<file path="src/rtl/seq_div.sv">
// Iterative restoring divider: one quotient bit per clock, start/busy/done handshake,
// optional two's-complement mode and explicit divide-by-zero reporting.
module seq_div #(
    parameter int unsigned WIDTH     = 8,
    parameter bit          SIGNED_EN = 1'b1
) (
    input  logic             clk,
    input  logic             rst_n,
    input  logic             start,
    input  logic             signed_mode,
    input  logic [WIDTH-1:0] a,
    input  logic [WIDTH-1:0] b,
    output logic             busy,
    output logic             done,
    output logic [WIDTH-1:0] quotient,
    output logic [WIDTH-1:0] remainder,
    output logic             div_by_zero
);

    localparam int unsigned CW = $clog2(WIDTH + 1);

    typedef enum logic [1:0] {StIdle, StRun, StFin} state_e;

    state_e           state_q;
    logic [WIDTH-1:0] rem_q;
    logic [WIDTH-1:0] dvd_q;
    logic [WIDTH-1:0] dvs_q;
    logic [CW-1:0]    count_q;
    logic             neg_quo_q;
    logic             neg_rem_q;

    logic             is_signed;
    logic             a_neg;
    logic             b_neg;
    logic [WIDTH-1:0] a_mag;
    logic [WIDTH-1:0] b_mag;
    logic [WIDTH:0]   shifted;
    logic [WIDTH:0]   diff;
    logic             qbit;
    logic [WIDTH-1:0] rem_nxt;
    logic [WIDTH-1:0] quo_nxt;
    logic [WIDTH-1:0] quo_fin;
    logic [WIDTH-1:0] rem_fin;

    always_comb begin
        is_signed = SIGNED_EN && signed_mode;
        a_neg     = is_signed && a[WIDTH-1];
        b_neg     = is_signed && b[WIDTH-1];
        a_mag     = a_neg ? ('0 - a) : a;
        b_mag     = b_neg ? ('0 - b) : b;
        // The extra top bit of the trial difference is the borrow: set means restore.
        shifted   = {rem_q, dvd_q[WIDTH-1]};
        diff      = shifted - {1'b0, dvs_q};
        qbit      = ~diff[WIDTH];
        rem_nxt   = qbit ? diff[WIDTH-1:0] : shifted[WIDTH-1:0];
        quo_nxt   = {dvd_q[WIDTH-2:0], qbit};
        quo_fin   = neg_quo_q ? ('0 - quo_nxt) : quo_nxt;
        rem_fin   = neg_rem_q ? ('0 - rem_nxt) : rem_nxt;
    end

    always_ff @(posedge clk) begin
        if (!rst_n) begin
            state_q     <= StIdle;
            rem_q       <= '0;
            dvd_q       <= '0;
            dvs_q       <= '0;
            count_q     <= '0;
            neg_quo_q   <= 1'b0;
            neg_rem_q   <= 1'b0;
            busy        <= 1'b0;
            done        <= 1'b0;
            quotient    <= '0;
            remainder   <= '0;
            div_by_zero <= 1'b0;
        end else begin
            done <= 1'b0;
            unique case (state_q)
                StIdle, StFin: begin
                    state_q <= StIdle;
                    if (start) begin
                        if (b == '0) begin
                            quotient    <= '1;
                            remainder   <= a;
                            div_by_zero <= 1'b1;
                            done        <= 1'b1;
                            state_q     <= StFin;
                        end else begin
                            rem_q     <= '0;
                            dvd_q     <= a_mag;
                            dvs_q     <= b_mag;
                            neg_quo_q <= a_neg ^ b_neg;
                            neg_rem_q <= a_neg;
                            count_q   <= CW'(WIDTH);
                            busy      <= 1'b1;
                            state_q   <= StRun;
                        end
                    end
                end
                StRun: begin
                    rem_q   <= rem_nxt;
                    dvd_q   <= quo_nxt;
                    count_q <= count_q - CW'(1);
                    if (count_q == CW'(1)) begin
                        quotient    <= quo_fin;
                        remainder   <= rem_fin;
                        div_by_zero <= 1'b0;
                        done        <= 1'b1;
                        busy        <= 1'b0;
                        state_q     <= StFin;
                    end
                end
                default: state_q <= StIdle;
            endcase
        end
    end

endmodule

</file>
<file path="config.mk">
export PLATFORM = sky130hd
export DESIGN_NAME = seq_div
export DESIGN_NICKNAME = d
export VERILOG_FILES = /design/src/rtl/seq_div.sv
export SDC_FILE = /design/constraint.sdc
export NUM_CORES = 1
export LEC_CHECK = 0
export ABC_AREA = 1
export BUFFER_PORTS_ARGS = -buffer_cell sky130_fd_sc_hd__buf_2
export CORE_MARGIN = 2
export CORE_UTILIZATION = 44
export CTS_CLUSTER_SIZE = 16
export DETAILED_ROUTE_END_ITERATION = 16
export PLACE_DENSITY = 0.68
export REMOVE_ABC_BUFFERS = 1
export SLEW_MARGIN = 30
export SYNTH_ARGS = -nofsm -noshare
export SYNTH_HDL_FRONTEND = slang
export SYNTH_SLANG_ARGS = --single-unit
</file>
<file path="constraint.sdc">
create_clock -name clk -period 2.6 [get_ports clk]
set_clock_uncertainty 0.15 [all_clocks]
set_input_delay 0 -clock clk [delete_from_list [all_inputs] [get_ports clk]]
set_output_delay 0 -clock clk [all_outputs]
set_load 0.02 [all_outputs]
</file>
==> reports/qor.txt, run 1 <==
Crit. End Element - register
Sw Ratio - 0.4459
total grt overflow - 0
DP HPWL - 6.800 mm
final WL - 9.596 mm
Final min period - 2543 ps
Max Root-Sink Buffers - 2
Slew HR - 0.6834
H-tree levels - 2
area occupied by multi-input gates - 2121 µm²
worst-path fanout max - 3
CP top delay family - simple AND/OR/NAND/NOR gates
Num CTS Buffers - 5
biggest area consumer among synthesized cells - dfxtp_1
Syn Inst Count - 494
largest net degree at the start of global routing - 25
Reg area - 1023 µm²
CP Launch Type - register
vias per cell - 5.230
Post-synth top cells - 112 x nand2_1, 68 x inv_1, 51 x dfxtp_1
fin crit share - 0.9779
Switch Pwr - 1674 µW
Synth top area share - 0.3064
DRC viols - 0
nets - 619
cell mode on critical path - nand3_4
register area share after synthesis - 0.3064
max incr delay on CP - 360 ps
fin cells - 684
Seq pwr share - 0.245
pwr/cell area - 863.5 nW/µm²
# fillers - 717
Worst Path Arrival - 2600 ps
number of nets still failing antenna checks after routing - 0
First DRT Iteration DRCs - 303
count of final hold-check violations - 0
Static Leak - 0.002036 µW
MaxCap Viol Count - 0
Port Buffers - 38
CTS tree - built
Post-synth top flop - dfxtp_1
Die Span X - 91.02 µm
Synth warnings - 0
P&R area growth vs syn - 30.49%
clock sink count - 51
GPL Wtd Cong - 0.9198
vias in the first global route - 3385
Final Core Density - 0.5963
clock network power share - 0.122
all-layer global routing usage - 0.2255
internal cell power - 2080 µW
DP Cell Count - 647
Max VDD drop - 0.4087 mV
unrepaired setup endpoints after global routing - yes
FP Rows - 31
initial antenna violation count - 0
worst min path class - input port to register
worst setup margin - 57.40 ps
layout cells sized above 1 - 0.2564
status - finished clean
worst path bufs/invs - 4
# diodes - 0
Die H - 91.02 µm
Synth Register Bits - 51
Crit path required time - 2660 ps
Slowest cell on crit path - fa_2
WL/cell - 14.03 µm
EDFF count, synth - 0
clock slew at reported path FFs - 100 ps
CTS root buffer - clkbuf_8
dpl ws - -192.4 ps
CP Cell Sequence - inv_2, ha_4, inv_2, fa_2, nand2_2, nand2_4, nand3_4, buf_6, nand3_4, buf_6, nand3_4, nand2_4, ha_4, nand2_2, nor2_2, nand2_1, nand4_1, nand3_2, nand2_1
Post-Syn Area - 3332 µm²
synth unique cells - 45
initial cell density of the core - 0.4569
fmax - 0.3933 GHz
top cells by area, synth - dfxtp_1 31%, nand2_1 13%, inv_1 7.7%, nand3_1 6.8%, ha_1 5.3%
Final Max Tran Viols - 0
syn avg cell area - 6.745 µm²
1st-pass router iterations - 5
Clock Latency Late Sink - 310 ps
Setup violations, final - 0
full die area - 8285 µm²
critical path class - register to register
most common cell in the synthesized netlist - nand2_1
combinational power share - 0.633
FFs w/ async S/R, synth - 0
Placeable Area - 7292 µm²
first-pass GRT wire length - 15.44 mm
total number of vias - 3577
Worst-Margin Slew - 469.0 ps
Ports - 39
path summary, 6_finish.rpt:
check / startpoint / slack, ps / cells past startpoint / to
worst max-delay path: dvd_q[7] / 60 / 19 / remainder[6]
worst min-delay path: a[0] / 20 / 5 / dvd_q[0]
worst max register to register: dvd_q[7] / 60 / 19 / remainder[6]
worst min register to register: remainder[3] / 320 / 2 / remainder[3]
layout make-up:
class | instances | area share
flip-flops and latches | 51 | 0.2354
multi-input cells | 352 | 0.4878
clock buffers | 6 | 0.01669
clock inverters | 2 | 0.002878
inverters | 75 | 0.06475
well taps | 99 | 0.02849
repair buffers | 99 | 0.1640
power by group through the flow:
stage | registers [µW] | clock network [µW] | logic [µW]
after floorplan | 923 | 0 | 1230
after global placement | 924 | 0 | 1850
after detailed placement | 926 | 0 | 1890
after CTS | 912 | 467 | 2040
after global routing | 927 | 488 | 2590
final | 918 | 459 | 2380
worst min-delay path, delay by kind of cell:
family          cells  cell delay, ps
buf+inv             2             200
compound gates      2             150
simple gates        1              70
what timing repair did:
action                                 CTS  global route
hold buffers                            20             0
setup buffers                            3             6
setup endpoints to repair                7             9
endpoints found under the hold margin   24             0
gates resized for setup                 13            32
gates cloned                             0             0
pin swaps                                5            16
layout by cell type (no fill, tap or decap), drive strengths merged, types with 5 or more instances in the layout:
cell         Yosys  routed
buf              8      79
o21ai           34      34
ha              14      14
nor2            32      32
or2              5       5
clkbuf           8       6
a31oi            6       6
dfxtp           51      51
dlygate4sd3      0      20
nand4           10      10
inv             74      74
nand3           51      51
nand2          128     128
a21oi           36      36
xor2             7       7
cells by family after synthesis:
| group | share of synthesized area |
|---|---|
| xor gates and xnor gates | 0.02103 |
| DFF | 0.3064 |
| buffers and inverters | 0.1119 |
| adders and majority gates | 0.05858 |
| AOI/OAI and AO/OA | 0.1667 |
| and+or+nand+nor | 0.3353 |
registers in the layout, summed over array words and instances, names as in the netlist, 2 cells and up:
signal and flops:
count_q 4, dvd_q 8, dvs_q 8, quotient 8
rem_q 8, remainder 8, state_q 2
stage by stage:
| stage | hold WS [ps] | cell area [µm²] | power, µW | setup TNS [ps] |
|---|---|---|---|---|
| 2_1_floorplan | -17.76 | 3241 | 2152 | -1635 |
| 3_3_place_gp | 131.9 | 3795 | 2772 | -276.7 |
| 3_5_place_dp | 142.8 | 3795 | 2816 | -664.0 |
| 4_1_cts | 6.560 | 4164 | 3421 | 0 |
| 5_1_grt | 42.77 | 4348 | 4009 | -328.3 |
| 6_report | 21.86 | 4348 | 3754 | 0 |
per-layer routing:
| layer | vias up | share of wire | global-route usage |
|---|---|---|---|
| li1 | 1801 | - | - |
| met1 | 1664 | 0.47 | 0.3149 |
| met2 | 103 | 0.47 | 0.3710 |
| met3 | 9 | 0.056 | 0.03154 |
| met4 | 0 | 0.0077 | 0.04672 |
| met5 | - | 0 | 0 |
Note: power is estimated with default switching activity, not from simulation.
==> run 2, diff against run 1 <==
--- a/config.mk
+++ b/config.mk
@@ -6,7 +6,7 @@
 export NUM_CORES = 1
 export LEC_CHECK = 0
 export ABC_AREA = 1
-export BUFFER_PORTS_ARGS = -buffer_cell sky130_fd_sc_hd__buf_2
+export BUFFER_PORTS_ARGS = -buffer_cell sky130_fd_sc_hd__clkbuf_2
 export CORE_MARGIN = 2
 export CORE_UTILIZATION = 44
 export CTS_CLUSTER_SIZE = 16
==> reports/qor.txt, run 2 (synthesis gave the netlist of run 1 again) <==
count of final hold-check violations - 0 (unchanged)
Die H - 91.02 µm (unchanged)
critical path class - register to register
worst min path class - input port to register
final WL - 9.271 mm (-3.4%)
initial antenna violation count - 0 (unchanged)
status - finished clean
GPL Wtd Cong - 0.8982 (-2.3%)
Slew HR - 0.6641 (-0.01929)
first-pass GRT wire length - 14.68 mm (-4.9%)
1st-pass router iterations - 5 (unchanged)
WL/cell - 13.57 µm (-3.2%)
Clock Latency Late Sink - 320 ps (about the same)
largest net degree at the start of global routing - 28 (+12%)
MaxCap Viol Count - 0 (unchanged)
clock sink count - 51 (unchanged)
unrepaired setup endpoints after global routing - yes
CTS tree - built
min-delay src - signed_mode
layout cells sized above 1 - 0.2654 (+0.009001)
fmax - 0.3851 GHz (-2.1%)
P&R area growth vs syn - 31.92%
Ports - 39 (unchanged)
cell mode on critical path - nand3_4
Crit path required time - 2670 ps (about the same)
hold depth - 4 (-1)
FP Rows - 31 (unchanged)
Max Root-Sink Buffers - 2 (unchanged)
# diodes - 0 (unchanged)
vias per cell - 5.245 (+0.29%)
Die Span X - 91.02 µm (unchanged)
Slowest cell on crit path - dfxtp_1
CP Launch Type - register
Static Leak - 0.002023 µW (-0.64%)
Crit. End Element - register
total number of vias - 3582 (+0.14%)
Final Max Tran Viols - 0 (unchanged)
full die area - 8285 µm² (unchanged)
number of nets still failing antenna checks after routing - 0 (unchanged)
commonest non-fill, non-tap cell in the layout - nand2_1
H-tree levels - 2 (unchanged)
pwr/cell area - 885.8 nW/µm² (+2.6%)
DP HPWL - 6.583 mm (-3.2%)
Critical Path Source - rem_q[4]
DRC viols - 0 (unchanged)
Worst-Margin Slew - 497.6 ps (+28.57 ps)
CP Cell Sequence - ha_1, nand2_1, nand2_2, a21oi_4, buf_4, nand3_4, buf_6, nand3_4, nand2_4, ha_4, nor2_4, xor2_1, o21ai_1, o21bai_1, inv_1
Port Buffers - 38 (unchanged)
fin crit share - 0.9987 (+0.02074)
Worst Path Arrival - 2670 ps (+70 ps)
# fillers - 678 (-5.4%)
clock slew at reported path FFs - 110 ps (about the same)
max incr delay on CP - 370 ps (about the same)
total grt overflow - 0 (unchanged)
Max VDD drop - 0.3354 mV (-18%)
Setup violations, final - 0 (unchanged)
CTS root buffer - clkbuf_8
initial cell density of the core - 0.4569 (unchanged)
Final Core Density - 0.6028 (+0.006521)
most frequent cells in the layout - 102 x nand2_1, 64 x inv_1, 49 x dfxtp_1
RR Startpoint - rem_q[4]
worst-path fanout max - 4 (+1)
Num CTS Buffers - 5 (unchanged)
R2R cell count - 15 (-4)
Placeable Area - 7292 µm² (unchanged)
total power - 3893 µW (+3.7%)
nets - 618 (-0.16%)
setup TNS - 0 ps (unchanged)
vias in the first global route - 3162 (-6.6%)
all-layer global routing usage - 0.2154 (-0.01011)
Final min period - 2597 ps (+53.92 ps)
First DRT Iteration DRCs - 213 (-30%)
[run 2: stage by stage]
step / setup slack (ps) / cells / hold slack, ps / cell area [µm²]
after CTS: 5.560 / 679 / 56.01 / 4146
after detailed placement: -198.5 / 648 / 138.6 / 3802
after global placement: -134.9 / 648 / 134.8 / 3802
after floorplan: -235.4 / 478 / -17.76 / 3241
after global routing: -139.7 / 683 / 104.2 / 4395
final: 3.472 / 683 / 84.87 / 4395
[run 2: final cells by class]
type                    count  area, µm²  area share
well taps                  99      123.9     0.02818
multi-input cells         352       2152      0.4896
clock buffers               5      68.82     0.01566
flip-flops and latches     51       1023      0.2328
inverters                  75      286.5     0.06519
clock inverters             3      28.78    0.006547
repair buffers             98      711.9      0.1620
[run 2: worst max-delay path: cells and delay by family, from the launching register on]
kind / cells / cell delay, ps
adder cells (fa/ha/maj): 2 / 530
AND/OR/NAND/NOR: 6 / 490
XOR/XNOR: 1 / 170
buffers and inverters: 3 / 360
flip-flops: 1 / 370
AO/OA/AOI/OAI: 3 / 430
[run 2: report_power, final]
group / switching (µW) / total (µW) / internal [µW]
combinational: 1390 / 2470 / 1080
sequential: 68.8 / 919 / 850
clock: 302 / 502 / 200
[run 2: what timing repair did]
action,CTS,global route
buffers inserted,2,4
hold buffers,21,0
setup endpoints to repair,8,9
pin swaps,5,21
resized for setup,7,51
endpoints found under the hold margin,21,0
[run 2: worst paths after layout]
check / slack, ps / to
min reg2reg: 320 / quotient[5]
max reg2reg: 3 / remainder[2]
min: 80 / dvs_q[1]
max: 3 / remainder[2]
[run 2: layer usage]
layer / wire length [µm] / global-route usage
met1: 4298 / 0.3029
met2: 4253 / 0.3488
met3: 607 / 0.03485
met4: 112 / 0.04419
met5: 0 / 0
==> run 3, diff against run 2 <==
--- a/config.mk
+++ b/config.mk
@@ -7,11 +7,14 @@
 export LEC_CHECK = 0
 export ABC_AREA = 1
 export BUFFER_PORTS_ARGS = -buffer_cell sky130_fd_sc_hd__clkbuf_2
+export CELL_PAD_IN_SITES_DETAIL_PLACEMENT = 1
+export CELL_PAD_IN_SITES_GLOBAL_PLACEMENT = 2
 export CORE_MARGIN = 2
-export CORE_UTILIZATION = 44
+export CORE_UTILIZATION = 29
 export CTS_CLUSTER_SIZE = 16
 export DETAILED_ROUTE_END_ITERATION = 16
-export PLACE_DENSITY = 0.68
+export GPL_TIMING_DRIVEN = 0
+export PLACE_DENSITY = 0.78
 export REMOVE_ABC_BUFFERS = 1
 export SLEW_MARGIN = 30
 export SYNTH_ARGS = -nofsm -noshare
==> constraint.sdc (replaced) <==
create_clock -name clk -period 2.3 [get_ports clk]
set_clock_uncertainty 0.15 [all_clocks]
set_input_delay 0 -clock clk [delete_from_list [all_inputs] [get_ports clk]]
set_output_delay 0 -clock clk [all_outputs]
set_load 0.02 [all_outputs]
==> reports/qor.txt, run 3 (synthesis gave the netlist of run 1 again) <==
Slew HR - 0.3611 (-0.3030)
Num CTS Buffers - 5 (unchanged)
GPL Wtd Cong - 0.8347 (-7.1%)
initial antenna violation count - 0 (unchanged)
Sw Ratio - 0.4481 (-0.004663)
P&R area growth vs syn - 38.79%
number of nets still failing antenna checks after routing - 0 (unchanged)
DP HPWL - 7.896 mm (+20%)
fin cells - 716 (+4.8%)
Ports - 39 (unchanged)
H-tree levels - 2 (unchanged)
design area - 4624 µm² (+5.2%)
status - finished, violations left
CTS tree - built
GRT met1 Usage - 0.2284 (-0.07450)
Die H - 111.2 µm (+22%)
worst setup margin - -292.2 ps (-295.7 ps)
worst-path fanout max - 4 (unchanged)
1st-pass router iterations - 4 (-1)
worst min path class - input port to register
# diodes - 0 (unchanged)
unrepaired setup endpoints after global routing - yes
Static Leak - 0.002054 µW (+1.5%)
initial cell density of the core - 0.2943 (-0.1626)
CP Launch Type - register
hold depth - 5 (+1)
all-layer global routing usage - 0.1864 (-0.02896)
First DRT Iteration DRCs - 86 (-60%)
Final Max Tran Viols - 0 (unchanged)
pwr/cell area - 1092 nW/µm² (+23%)
combinational power share - 0.632 (-0.003)
Crit. End Element - register
Worst Hold Path EP - remainder[2]
fmax - 0.3858 GHz (+0.17%)
Port Buffers - 38 (unchanged)
total number of vias - 3544 (-1.1%)
commonest non-fill, non-tap cell in the layout - nand2_1
clock network power share - 0.159 (+0.030)
Placeable Area - 11320 µm² (+55%)
RR Startpoint - dvd_q[7]
first-pass GRT wire length - 18.80 mm (+28%)
nets - 607 (-1.8%)
internal cell power - 2787 µW (+31%)
critical path class - register to register
largest net degree at the start of global routing - 28 (unchanged)
vias in the first global route - 3795 (+20%)
Max VDD drop - 0.6039 mV (+80%)
Setup violations, final - 16 (+16)
grt peak-use layer - met2
# fillers - 1430 (+110%)
fin crit share - 1.127 (+0.1284)
GR met3 Demand/Resource - 0.02624 (-0.008611)
flop-to-flop setup slack - -290 ps (-300 ps)
clock slew at reported path FFs - 70 ps (-40 ps)
met2 GRT Util - 0.3459 (-0.002830)
count of final hold-check violations - 1 (+1)
Switch Pwr - 2263 µW (+28%)
CTS root buffer - clkbuf_16
MaxCap Viol Count - 0 (unchanged)
Seq pwr share - 0.208 (-0.028)
most frequent cells in the layout - 92 x nand2_1, 61 x inv_1, 48 x dfxtp_1
Clock Latency Late Sink - 290 ps (-30 ps)
WL/cell - 16.02 µm (+18%)
full die area - 12360 µm² (+49%)
final WL - 11.47 mm (+24%)
RR Endpoint - quotient[4]
FP Rows - 39 (+26%)
Max Root-Sink Buffers - 2 (unchanged)
min-delay src - a[2]
DP Cell Count - 659 (+1.7%)
vias per cell - 4.950 (-5.6%)
total grt overflow - 0 (unchanged)
R2R cell count - 18 (+3)
DRC viols - 0 (unchanged)
Final min period - 2592 ps (-4.306 ps)
Crit path required time - 2330 ps (-340 ps)
clock sink count - 51 (unchanged)
layout cells sized above 1 - 0.3089 (+0.04349)
failing checks - hold timing, setup timing
WHS - -15.21 ps (-100.1 ps)
Worst-Margin Slew - 952.5 ps (+454.9 ps)
Worst Path Arrival - 2620 ps (-50 ps)
setup TNS - -2705 ps (-2705 ps)
dpl cell area - 3617 µm² (-4.9%)
Die Span X - 111.2 µm (+22%)
-- run 3: worst max-delay path by stage --
stage	from	end	slack [ps]	cells after the start
2_1_floorplan	state_q[0]	remainder[4]	-540	10
3_3_place_gp	state_q[0]	remainder[3]	-2050	10
3_5_place_dp	state_q[0]	remainder[5]	-1040	10
4_1_cts	dvd_q[7]	quotient[6]	-340	16
5_1_grt	dvd_q[7]	remainder[2]	-420	17
6_report	dvd_q[7]	quotient[4]	-290	18
-- run 3: area by class of cell --
| class | instances | area, µm² | share of cell area |
|---|---|---|---|
| timing repair buffer | 86 | 623.1 | 0.1347 |
| multi-input combinational | 353 | 2341 | 0.5062 |
| clock buffer | 8 | 156.4 | 0.03382 |
| inverter | 75 | 297.8 | 0.06439 |
| tap | 143 | 178.9 | 0.03869 |
| sequential | 51 | 1027 | 0.2221 |
-- run 3: per-stage QoR --
step | hold slack [ps] | utilization | setup slack (ps) | total power, µW
finish | -15.21 | 0.4085 | -292.2 | 5050
global route | 25.65 | 0.4085 | -423.4 | 5414
CTS | 4.338 | 0.3927 | -342.4 | 4760
detailed placement | 145.0 | 0.3195 | -1043 | 2917
global placement | 133.3 | 0.3189 | -2055 | 2861
floorplan | -17.76 | - | -535.4 | 2433
-- run 3: critical path, cell delays in order, from the launching register on --
cell and delay, ps:
dfxtp_4 350, inv_4 60, ha_4 130, inv_4 30
fa_2 350, nand2_2 90, nand2_4 60, nand3_4 110
nand3_4 120, nand2_8 130, ha_4 150, inv_4 40
nor3_4 150, inv_2 80, buf_4 140, buf_6 110
buf_6 100, nand3_2 50, a31oi_1 70
-- run 3: routing by layer --
metal	share of wire	routed length, µm	vias up
li1	-	-	1789
met1	0.45	5142	1704
met2	0.52	5962	42
met3	0.022	255	9
met4	0.0096	110	0
met5	0	0	-
-- run 3: repair_timing --
action | 4_1_cts | 5_1_grt
buffers inserted | 25 | 10
gates cloned | 1 | 0
endpoints found under the hold margin | 13 | 0
resized for setup | 78 | 32
setup endpoints to repair | 28 | 31
pin swaps | 28 | 36
hold buffers | 15 | 0
-- run 3: power groups by stage --
stage,sequential (µW),clock [µW],combinational [µW]
3_5_place_dp,1050,0,1860
2_1_floorplan,1040,0,1390
5_1_grt,1060,862,3490
3_3_place_gp,1050,0,1810
4_1_cts,1050,835,2880
6_report,1050,805,3190
